## src/rtl/graph_edge_loader.sv

```systemverilog
// Edge-stream loader for the serial PageRank engine: builds the
// partitioned adjacency tables and counts dangling nodes.
module graph_edge_loader #(
    parameter int NUM_PARTITIONS      = 1,
    parameter int NODES_PER_PARTITION = 4,
    parameter int MAX_DEGREE          = 3
) (
    input  logic        clock,
    input  logic        reset,
    input  logic        start,
    input  logic        edge_valid,
    output logic        edge_ready,
    input  logic [31:0] edge_src,
    input  logic [31:0] edge_dst,
    input  logic        edge_last,
    output logic [31:0] source_id  [NUM_PARTITIONS][NODES_PER_PARTITION],
    output logic [31:0] out_degree [NUM_PARTITIONS][NODES_PER_PARTITION],
    output logic [31:0] dest_id    [NUM_PARTITIONS][NODES_PER_PARTITION][MAX_DEGREE],
    output logic [31:0] edge_count,
    output logic [31:0] dangling_count,
    output logic        err_range,
    output logic        err_overflow,
    output logic        graph_valid
);

    localparam int N  = NUM_PARTITIONS * NODES_PER_PARTITION;
    localparam int PW = (NUM_PARTITIONS > 1) ? $clog2(NUM_PARTITIONS) : 1;
    localparam int SW = (NODES_PER_PARTITION > 1) ? $clog2(NODES_PER_PARTITION) : 1;
    localparam int DW = (MAX_DEGREE > 1) ? $clog2(MAX_DEGREE) : 1;

    localparam logic [31:0] N32   = 32'(N);
    localparam logic [31:0] NPP32 = 32'(NODES_PER_PARTITION);
    localparam logic [31:0] MAXD  = 32'(MAX_DEGREE);

    typedef enum logic [1:0] {IDLE, LOAD, SCAN, DONE} state_t;

    state_t      state;
    logic [31:0] scan_k;

    logic [PW-1:0] src_p;
    logic [SW-1:0] src_s;
    logic [PW-1:0] scan_p;
    logic [SW-1:0] scan_s;
    logic [31:0]   src_deg;
    logic [DW-1:0] src_slot;
    logic          beat_bad;
    logic          beat;
    logic          clear;

    for (genvar p = 0; p < NUM_PARTITIONS; p++) begin : g_part
        for (genvar s = 0; s < NODES_PER_PARTITION; s++) begin : g_slot
            assign source_id[p][s] = 32'(p * NODES_PER_PARTITION + s);
        end
    end

    assign src_p    = PW'(edge_src / NPP32);
    assign src_s    = SW'(edge_src % NPP32);
    assign scan_p   = PW'(scan_k / NPP32);
    assign scan_s   = SW'(scan_k % NPP32);
    assign src_deg  = out_degree[src_p][src_s];
    assign src_slot = DW'(src_deg);
    assign beat_bad = (edge_src >= N32) || (edge_dst >= N32);
    assign beat     = edge_valid && edge_ready;
    assign clear    = start && (state == IDLE || state == DONE);

    always_ff @(posedge clock) begin
        // Reset and a fresh start share the same table wipe.
        if (reset || clear) begin
            for (int p = 0; p < NUM_PARTITIONS; p++) begin
                for (int s = 0; s < NODES_PER_PARTITION; s++) begin
                    out_degree[p][s] <= '0;
                    for (int d = 0; d < MAX_DEGREE; d++) begin
                        dest_id[p][s][d] <= '0;
                    end
                end
            end
            edge_count     <= '0;
            dangling_count <= '0;
            err_range      <= 1'b0;
            err_overflow   <= 1'b0;
            graph_valid    <= 1'b0;
            scan_k         <= '0;
        end

        if (reset) begin
            state      <= IDLE;
            edge_ready <= 1'b0;
        end else begin
            unique case (state)
                IDLE, DONE: begin
                    if (start) begin
                        state      <= LOAD;
                        edge_ready <= 1'b1;
                    end
                end
                LOAD: begin
                    if (beat) begin
                        if (beat_bad) begin
                            err_range <= 1'b1;
                        end else if (src_deg == MAXD) begin
                            err_overflow <= 1'b1;
                        end else begin
                            dest_id[src_p][src_s][src_slot] <= edge_dst;
                            out_degree[src_p][src_s] <= src_deg + 32'd1;
                            edge_count <= edge_count + 32'd1;
                        end
                        if (edge_last) begin
                            state      <= SCAN;
                            edge_ready <= 1'b0;
                            scan_k     <= '0;
                        end
                    end
                end
                SCAN: begin
                    dangling_count <= dangling_count
                        + 32'(out_degree[scan_p][scan_s] == '0);
                    scan_k <= scan_k + 32'd1;
                    if (scan_k == N32 - 32'd1) begin
                        state       <= DONE;
                        graph_valid <= 1'b1;
                    end
                end
                default: state <= IDLE;
            endcase
        end
    end

endmodule

```

## config.mk

```make
export PLATFORM = sky130hd
export DESIGN_NAME = graph_edge_loader
export DESIGN_NICKNAME = d
export VERILOG_FILES = /design/src/rtl/graph_edge_loader.sv
export SDC_FILE = /design/constraint.sdc
export NUM_CORES = 1
export LEC_CHECK = 0
export ABC_AREA = 1
export CAP_MARGIN = 20
export CORE_AREA = 2 2 298 300
export CTS_BUF_LIST = sky130_fd_sc_hd__clkbuf_2
export CTS_CLUSTER_DIAMETER = 30
export DETAILED_ROUTE_END_ITERATION = 7
export DIE_AREA = 0 0 300 302
export DONT_BUFFER_PORTS = 1
export PLACE_DENSITY = 0.58
export SLEW_MARGIN = 5
export SYNTH_ARGS = -nofsm -noshare
export SYNTH_HDL_FRONTEND = slang
export SYNTH_SLANG_ARGS = --single-unit
```

## constraint.sdc

```tcl
create_clock -name clock -period 2.92 [get_ports clock]
set_input_delay 0.146 -clock clock [delete_from_list [all_inputs] [get_ports clock]]
set_output_delay 0.146 -clock clock [all_outputs]
set_load 0.02 [all_outputs]
```

=== After elaboration in Yosys (flattened, before gate mapping) ===
Index checks and enable logic that the tools add are counted.

* Register bits: 614
* Bits in latches: 0
* RAM bits: 0
* Bits in read-only memories: 0
* Output and inout bits: 708
* Memories: 0

* Add/sub/neg operators: 4
* Multiply operators: 0
* Divide/modulo/power cells: 0
* Order comparisons: 10
* Equality and inequality tests: 9
* Shift operators: 0
* Muxes and demuxes: 68
* Bitwise logic cells: 3
* Reductions and logical operators: 14

{| class="wikitable"
|+ Operators by type and width
! operator !! number
|-
| 384-bit 2-to-1 mux || 7
|-
| 128-bit 2-to-1 mux || 9
|-
| 32-bit 2-to-1 mux || 19
|-
| 384-bit bitwise mux || 1
|-
| 96-bit demux with 2-bit select || 1
|-
| 32-bit binary-select mux with 2-bit select || 2
|-
| 128-bit bitwise mux || 1
|-
| 32-bit demux with 2-bit select || 2
|-
| 32-bit by 1-bit adder with 32-bit output, second input constant || 3
|-
| 96-bit 2-to-1 mux || 1
|-
| 32-bit by 2-bit equality test with 1-bit output, second input constant || 2
|-
| 32-bit by 3-bit greater-or-equal comparator with 1-bit output, second input constant || 2
|-
| 32-bit case mux with 2 select lines || 1
|-
| 32-bit by 1-bit adder with 32-bit output || 1
|-
| 32-bit logical NOT || 1
|-
| 1-bit 2-to-1 mux || 18
|-
| 3-bit greater-or-equal comparator, second input constant || 3
|-
| 2-bit NOT with 3-bit output || 3
|-
| 2-bit 2-to-1 mux || 4
|-
| 2-bit != test, second input constant || 4
|-
| 4-bit AND reduction || 2
|-
| 3-bit by 1-bit < comparator with 1-bit output, second input constant || 2
|-
| 2-bit case mux with 3 select lines || 1
|-
| 1-bit logical AND || 5
|-
| other kinds (9) || 13
|}

=== Longest topological paths before layout ===
Gate-level depths: netlist of the first run.

* Depth after elaboration: 19
* Gate-level depth with buffers: 22
* Depth with buffers taken out: 22

=== Worst setup path after synthesis of the first run ===
No wires, ideal clock.

* Path kind: register to register
* Start: reg out_degree[94] (netlist name)
* End: reg dangling_count[20]
* Library setup time: 0.119 ns
* Arrival: 2.741 ns
* Slack: 0.060 ns
* Cell stages (with the launch flop): 20
* Cell sequence: dfxtp_1 > or4_1 > nor3_1 > nand4_1 > nand3b_1 > nand2_1 > inv_1 > ha_1 > ha_1 > nand3_1 > nor2_1 > nand3_1 > inv_1 > nand3_1 > inv_1 > nand2_1 > nor2_1 > nand3_1 > o21ai_0 > a21oi_1

* Word-level cells in the longest chain between the ends: 8

{| class="wikitable"
|+ Ends and longest elaborated chain
! item !! RTL line !! text
|-
| start: declaration || 17 || <nowiki>output logic [31:0] out_degree [NUM_PARTITIONS][NODES_PER_PARTITION],</nowiki>
|-
| start signal: indexed assignment || 104 || <nowiki>out_degree[src_p][src_s] <= src_deg + 32'd1;</nowiki>
|-
| 128-bit 2-to-1 mux (not written as such) || 116 || <nowiki>+ 32'(out_degree[scan_p][scan_s] == '0);</nowiki>
|-
| 32-bit binary-select mux with 2-bit select || 116 ||
|-
| 32-bit 2-to-1 mux (not written as such) (2 in series) || 116 ||
|-
| 32-bit logical NOT || 116 ||
|-
| 32-bit by 1-bit adder with 32-bit output || 116 ||
|-
| 32-bit 2-to-1 mux || 89 || <nowiki>unique case (state)</nowiki>
|-
| 32-bit 2-to-1 mux || 85 || <nowiki>if (reset) begin</nowiki>
|-
| end signal: assignment || 115 || <nowiki>dangling_count <= dangling_count</nowiki>
|-
| end: declaration || 20 || <nowiki>output logic [31:0] dangling_count,</nowiki>
|}

No other way between the ends. The select of a mux whose other input is x is not followed.
A chain may end at the register's enable or synchronous reset.

=== Worst setup path after layout of the first run ===
* Start: in edge_src[0]
* End: reg dest_id[189] (netlist name)

* Word-level cells in the longest chain between the ends: 18
* Elaborated cells on any way between the ends: 25
* Classes of those cells: order compare (5); eq/ne (1); mux (14); bitwise (2); reduce/logical (3)

{| class="wikitable"
|+ Ends and longest elaborated chain
! item !! RTL line !! text
|-
| start: declaration || 13 || <nowiki>input logic [31:0] edge_src,</nowiki>
|-
| 2-bit NOT with 3-bit output (not written as such) || 60, 103 ||
|-
| 32-bit binary-select mux with 2-bit select || 60 || <nowiki>assign src_deg = out_degree[src_p][src_s];</nowiki>
|-
| 32-bit 2-to-1 mux (not written as such) (2 in series) || 60 ||
|-
| 2-bit NOT with 3-bit output (not written as such) || 103 || <nowiki>dest_id[src_p][src_s][src_slot] <= edge_dst;</nowiki>
|-
| 3-bit greater-or-equal comparator (not written as such) or 3-bit by 1-bit < comparator with 1-bit output (tied branches) || 103 ||
|-
| 1-bit logical AND (not written as such) || 103 ||
|-
| 32-bit 2-to-1 mux (not written as such) || 103 ||
|-
| 32-bit demux with 2-bit select || 103 ||
|-
| 96-bit 2-to-1 mux (not written as such) || 103 ||
|-
| 96-bit demux with 2-bit select || 103 ||
|-
| 384-bit 2-to-1 mux (not written as such) || 103 ||
|-
| 384-bit bitwise mux || 103 ||
|-
| 384-bit 2-to-1 mux || 100 || <nowiki>end else if (src_deg == MAXD) begin</nowiki>
|-
| 384-bit 2-to-1 mux (*) || 98 || <nowiki>if (beat_bad) begin</nowiki>
|-
| 384-bit 2-to-1 mux (*) || 97 || <nowiki>if (beat) begin</nowiki>
|-
| 384-bit 2-to-1 mux (*) || 89 ||
|-
| 384-bit 2-to-1 mux (*) || 85 ||
|-
| end signal: indexed assignment || 103 ||
|-
| end: declaration || 18 || <nowiki>output logic [31:0] dest_id [NUM_PARTITIONS][NODES_PER_PARTITION][MAX_DEGREE],</nowiki>
|}

Every way passes the cells marked *; elsewhere a longest branch is shown, timed or not. The select of a mux whose other input is x is not followed.

==> results of run 1 <==
[worst reg2reg max path: cells and delay by family (launching register included)]
kind	cells	cell delay (ns)
AOI/OAI and AO/OA	2	0.54
and+or+nand+nor	10	1.45
DFF	1	0.34
buffers and inverters	4	0.35
adders and majority gates	2	0.29
[flip-flops by register name (all words and copies together) (netlist names)]
signal,count
state,2
dangling_count,32
err_range,1
out_degree,128
scan_k,32
graph_valid,1
err_overflow,1
edge_ready,1
dest_id,384
edge_count,32
[kinds of logic (layout without fill, tap and decap cells)]
| family | count (synthesis) | after routing |
|---|---|---|
| other | 2 | 129 |
| AO/OA/AOI/OAI | 429 | 429 |
| flip-flops | 614 | 614 |
| buffers and inverters | 953 | 1446 |
| AND/OR/NAND/NOR | 1888 | 1891 |
| XOR/XNOR | 40 | 40 |
| adder cells (fa/ha/maj) | 12 | 12 |
[metal layers]
layer  vias up  wire length, um
met4         2             4860
li1      13400                -
met5         -               19
met1     13200            44700
met2      1394            51900
met3       275            12400
[cell usage after synthesis, types with 4 or more instances]
cell / n / area (sq um)
nor2_4: 5 / 56.3
nand4_1: 152 / 951
nor2_2: 30 / 188
nand3_1: 403 / 2020
nand2_1: 779 / 2920
a31oi_1: 11 / 68.8
xor2_1: 36 / 315
a22oi_1: 7 / 52.6
dfxtp_1: 614 / 12300
nor4_1: 34 / 213
nand3_2: 10 / 100
buf_1: 21 / 78.8
ha_1: 12 / 150
clkbuf_1: 94 / 353
a21boi_1: 14 / 105
buf_4: 152 / 1140
a211oi_1: 8 / 60.1
nand2_2: 4 / 25.0
a221oi_1: 4 / 35.0
buf_2: 35 / 175
a21oi_2: 22 / 193
inv_1: 582 / 2180
a21boi_0: 5 / 37.5
nor3_1: 66 / 330
o21ai_1: 11 / 55.1
nand2_4: 6 / 67.6
o21ai_0: 133 / 666
nor2_1: 377 / 1420
clkinv_1: 4 / 15.0
inv_2: 45 / 169
buf_6: 18 / 203
a21oi_1: 190 / 951
[area by class of cell]
cell class                 count  share of cell area [%]
multi-input combinational   2500                    35.3
sequential                   614                    35.0
timing repair buffer         529                    14.5
inverter                     633                    6.84
tap                         1165                    4.14
clock buffer                 227                    3.23
clock inverter                57                    1.01
antenna                        1                 0.00712
[path summary, 6_finish.rpt]
path | startpoint | to | slack [ns] | cells after the start
setup / recovery | edge_src[0] | dest_id[189] | -0.14 | 19
hold / removal | edge_src[29] | out_degree[125] | 0.13 | 8
setup reg to reg | out_degree[48] | dangling_count[16] | -0.13 | 18
hold reg to reg | scan_k[31] | scan_k[31] | 0.49 | 2
[stage by stage]
step	power, uW	std cells	cell area, sq um	setup TNS [ns]
2_1_floorplan	10300	4064	28500	0
3_3_place_gp	11100	5200	30500	-8.64
3_5_place_dp	11100	5200	30500	-8.71
4_1_cts	17600	5666	34200	-3.41
5_1_grt	18500	5726	35200	-5.23
6_report	17600	5726	35200	-3.69
[report_power, final]
group / internal [uW] / switching, uW / leakage, uW / total [uW]
combinational: 864 / 2100 / 0.0111 / 2970
sequential: 8440 / 69.5 / 0.00495 / 8510
clock: 2410 / 3750 / 0.00112 / 6170
total: 11700 / 5930 / 0.0171 / 17600
[timing repair]
item                                    in CTS  in global routing
hold buffers                               165                 34
endpoints found under the hold margin      614                537
endpoints found under the setup margin      28                476
gates cloned                                 0                  7
pin swaps                                   23                 29
setup buffers                               18                 23
resized for setup                           67                 70
==> results.ini, run 1 <==
[logic_synthesis]
synth_top_family_by_area=simple AND/OR/NAND/NOR gates
yosys.area_share.simple_pct=30.3
synth_area_sq_mm=0.0281
yosys.area_share.adder_pct=0.535
synth_compound_area_share_pct=8.64
synthFlopType=dfxtp_1
synth.area.mux_share_pct=0
ys_types=63
synth-async-reset-ratio_pct=0
synth-seq-cells=614
synth_cells=3938
synth_seq_area_share_pct=43.8
avgSynthCellArea_sq_um=7.13
yosysWarnings=0
yosys.area_share.xor_xnor_pct=1.27
synth-edff-count=0

[job]
maxCapViolCount=0

[detailed_routing]
routed_wl_mm=114
dr.first_iter.drc_count=2059
drc=0
via_count=28200
ant_nets=0
dr.pass1.iters=5
viasPerCell=4.93
detail_route.wl_per_cell_um=19.9

[sta]
slew_headroom_pct=39.3
setup_violations=81
max_freq_mhz=327
period_share_pct=105
hold_viol_final=0
period_minus_slack_ns=3.06
report.final.slew_viol_count=0
fin_ws_ns=-0.141
hold_ws_ns=0.129
rsz0062_at_grt=yes
skew_ns=0.0911
tightestPinTransition_ns=0.910

[placement]
portBuffers=0
routabilityCongestion=0.990
dpl_worst_slack_ns=-0.740
hpwlAfterDp_mm=79.5

[grt]
grt_pass1_wl_mm=162
first_global_vias=26100
groute.usage.overall_pct=23.5
grtUsageMet3_pct=8.31
top_usage_layer=met2
antenna_found_initial=3
grt-ovfl-total=0
grt_max_degree=108
use_met2_pct=37.4
use_met1_pct=28.5

[final_layout]
drive_above_1_share_pct=18.0
final_common_cell=nand2_1
post-route-util_pct=40.2
multi_input_area_sq_mm=0.0124
seq_area_sq_mm=0.0123
synthToLayoutAreaGrowth_pct=25.3
nFillCells=9237
nNetsFinal=4528
final_cell_mix=nand2_1 (764), dfxtp_1 (609), inv_1 (573), nand3_1 (397), nor2_1 (361)

[clock_network]
clkTransAtPathRegs_ns=0.10
cts_buffers=169
h-tree-depth=4
clk_path_buf_depth=3
cts_tree=yes
clock_sinks=614
clkLatencyLatePin_ns=1.39
root_buffer=clkbuf_2

[setup_path]
startpoint_type=input pin
worstSetupPathType=in -> reg
critical_path_buf_inv_count=9
critPathMaxStageDelay_ns=0.62
slowest_stage=dlygate4sd3_1
cpLargestDelayFamily=buffers and inverters
crit_chain=dlygate4sd3_1, clkbuf_16, nor2_2, dlygate4sd3_1, buf_4, nand2_1, nand2_1, nor2_2, dlygate4sd3_1, inv_1, nor2_1, nand3_1, nor2_2, nand2_2, buf_12, nand3_1, buf_12, nand4_1, inv_1
crit_required_ns=4.22
end_kind=flop
critPathMaxFanout=64
worstPathArrival_ns=4.36

[floorplan]
die_area_sq_mm=0.0906
top_level_ports=777
row_count=109
die_w_um=300
core_area_sq_mm=0.0876
initial_core_util_pct=32.1
die_h_um=302

[outcome]
violations=negative setup slack
status=complete, but fails checks

[power]
p_leak_uw=0.0171
peakVddDrop_uv=362
power.density_mw_per_mm2=502

[hold_path]
hold_path.class=in -> reg

No activity file was read; power rests on OpenSTA's default activity.
==> inputs of run 2 (changes only) <==
Settings changed: ABC_AREA 1 to unset, CORE_AREA 2 2 298 300 to 2 2 299 301, DIE_AREA 0 0 300 302 to 0 0 301 303, PLACE_DENSITY 0.58 to 0.52.
==> run 2 against run 1 <==
- the flow finishes with violations (negative hold slack, negative setup slack)
- via count is 27% lower
- cell area fell by 8.8%
- clock-buffer cell count fell by 1
- die area increased by 0.67%
- non-clock buffer count down 64
- sequential power shrank 0.9%
- worst setup slack worse by 0.29 ns
- cell count shrank 25%
- critical path type is now reg -> reg
- largest cell class is now flip-flops and latches
- largest power group unchanged
==> results.ini, run 2 <==
[logic_synthesis]
yosysWarnings=0
synth-async-reset-ratio_pct=0
avgSynthCellArea_sq_um=9.50
synth.top_cells.by_area=dfxtp_1 (52%), and2_1 (9.0%), buf_4 (4.1%)
yosys.area.top_type_share_pct=52.1
synth-edff-count=0
synth-seq-cells=614
yosysTopAreaCell=dfxtp_1
synth_cells=2482
synth_area_sq_mm=0.0236
synthFlopType=dfxtp_1
ys_types=68
synth_seq_area_share_pct=52.1
yosys-top-cells-count=dfxtp_1 (614), and2_1 (341), nand2_1 (215)
yosysMostFrequentCell=dfxtp_1

[hold_path]
hold_path.class=in -> reg
holdPathEnd=dangling_count[6]
worstHoldStart=reset
hold_path_depth=1

[sta]
setup_violations=363
timing.setup.tns_ns=-36.18
period_share_pct=115
hold_ws_ns=-1.20
period_minus_slack_ns=3.36
max_freq_mhz=298
slew_headroom_pct=6.39
skew_ns=0.164
rsz0062_at_grt=yes
fin_ws_ns=-0.436
tightestPinTransition_ns=1.39
hold_viol_final=614
report.final.slew_viol_count=0

[job]
maxCapViolCount=0

[final_layout]
post-route-util_pct=36.5
nFillCells=8897
design_area_sq_mm=0.0321
fin_cells=4276
nNetsFinal=3052
top_register=dest_id
largest_reg_flops=384
final_common_cell=dfxtp_1
final_cell_mix=dfxtp_1 (599), buf_4 (317), and2_1 (300), clkbuf_2 (226), nand2_1 (199)
drive_above_1_share_pct=33.3
reg_top3=dest_id x384, out_degree x128
synthToLayoutAreaGrowth_pct=36.0

[power]
swShare_pct=31.3
peakVddDrop_uv=401
power.switching_uw=5460
power.density_mw_per_mm2=544
power_uw=17400
p_clk_share_pct=38.1
pwr-share-seq_pct=48.3
p_leak_uw=0.0131
internal-power_uw=12000
comb_power_share_pct=13.5

[floorplan]
die_w_um=301
die_h_um=303
top_level_ports=777
initial_core_util_pct=26.8
row_count=109
core_area_sq_mm=0.0880
die_area_sq_mm=0.0912

[setup_path]
r2r_end=dangling_count[19]
crit_chain=nor4_4, buf_4, nand4_1, nor4_2, nand4_1, o21ai_2, nor2_1, a31oi_1, buf_4, ha_4, nand2_4, buf_4, buf_6, nor2_4, nand4_1, nor3_2, mux2_4, nor2_1
r2r-start=out_degree[65]
critPathMaxStageDelay_ns=0.37
worstPathArrival_ns=4.71
startpoint_type=flop
end_kind=flop
worstSetupPathType=reg -> reg
rrSetupSlack_ns=-0.44
reg2regPathDepth=18
slowest_stage=dfxtp_4
critPathMaxFanout=3
crit_required_ns=4.27

[clock_network]
h-tree-depth=4
clk_path_buf_depth=3
clkLatencyLatePin_ns=1.44
root_buffer=clkbuf_2
cts_buffers=170
clkTransAtPathRegs_ns=0.10
clock_sinks=614
cts_tree=yes
holdBufCountCts=24

[outcome]
status=complete, but fails checks
violations=negative hold slack, negative setup slack

[grt]
first_global_vias=19600
grt_pass1_wl_mm=130
grt-ovfl-total=0
antenna_found_initial=3
groute.usage.overall_pct=19.1
grt_max_degree=184

[detailed_routing]
detail_route.wl_per_cell_um=21.8
via_count=20500
ant_nets=0
dr.first_iter.drc_count=1419
dr.pass1.iters=8
routed_wl_mm=93.2
viasPerCell=4.80
drc=0

[placement]
dp_cells=3829
portBuffers=0
placed_area_sq_mm=0.0270
hpwlAfterDp_mm=61.9
routabilityCongestion=0.949

## run 2: cell count changes in the layout (fill, tap and decap cells not counted), moves of 108 or more
| cell | change |
|---|---|
| inv_1 | -559 |
| nand3_1 | -292 |
| nor2_1 | -257 |
| dlygate4sd3_1 | -160 |
| and2_1 | +299 |
| nand2_1 | -565 |
| nand4_1 | -108 |
## run 2: routing by layer
metal  routed length (um)  up-vias  GRT usage (%)
met5                   23        -              0
met4                 4050        4           9.69
met3                 9490      200           7.58
met2                43300     1039           30.0
met1                36400     9766           22.6
li1                     -     9510              -
## run 2: critical path: cells and delay by family (launching register included)
kind | cells | cell delay [ns]
simple gates | 10 | 1.63
buf+inv | 4 | 0.59
flops | 1 | 0.37
mux | 1 | 0.32
compound gates | 2 | 0.29
fa+ha+maj | 1 | 0.14
## run 2: cell families (layout without fill, tap and decap cells)
| kind of cell | count (synthesis) | after routing | share of synthesized area (%) |
|---|---|---|---|
| compound gates | 345 | 345 | 8.64 |
| xor+xnor | 35 | 35 | 1.30 |
| fa+ha+maj | 12 | 12 | 0.637 |
| buf+inv | 289 | 784 | 6.89 |
| flops | 614 | 614 | 52.1 |
| mux | 68 | 68 | 4.66 |
| other cells | 2 | 135 | 0.0318 |
| simple gates | 1117 | 1118 | 25.7 |
## run 2: final cells by class
cell class | instances | area (sq um) | area share [%]
clock buffer | 226 | 1130 | 3.53
multi-input combinational | 1706 | 11700 | 36.4
antenna | 7 | 17.5 | 0.0546
timing repair buffer | 465 | 4880 | 15.2
inverter | 14 | 52.6 | 0.164
clock inverter | 79 | 554 | 1.73
sequential | 614 | 12300 | 38.4
tap | 1165 | 1460 | 4.55
## run 2: power groups by stage
stage	Combinational [uW]	Clock, uW	Sequential [uW]
6_report	2360	6650	8430
5_1_grt	2530	7350	8440
4_1_cts	2170	6900	8430
3_5_place_dp	1720	0	8620
3_3_place_gp	1720	0	8620
2_1_floorplan	1190	0	8620
## run 2: per-stage QoR
stage	hold WS [ns]	worst slack (ns)
after CTS	-1.44	-0.388
after detailed placement	0.244	-0.793
after global routing	-1.38	-0.587
final	-1.20	-0.436
after floorplan	0.298	-0.149
after global placement	0.242	-0.745
## run 2: what timing repair did
action                     4_1_cts  5_1_grt
gates cloned                    22        7
setup endpoints to repair      574      573
setup buffers                   50       41
resized for setup              168      238
pin swaps                      111       74
hold endpoints to repair       614      614
## run 2: worst max path at each step
stage	depth (start not counted)	end	from
after CTS	16	dangling_count[22]	out_degree[99]
after global placement	14	dangling_count[19]	scan_k[0]
after floorplan	12	out_degree[88]	edge_src[0]
after global routing	16	dangling_count[29]	out_degree[65]
final	18	dangling_count[19]	out_degree[65]
after detailed placement	14	dangling_count[19]	scan_k[0]
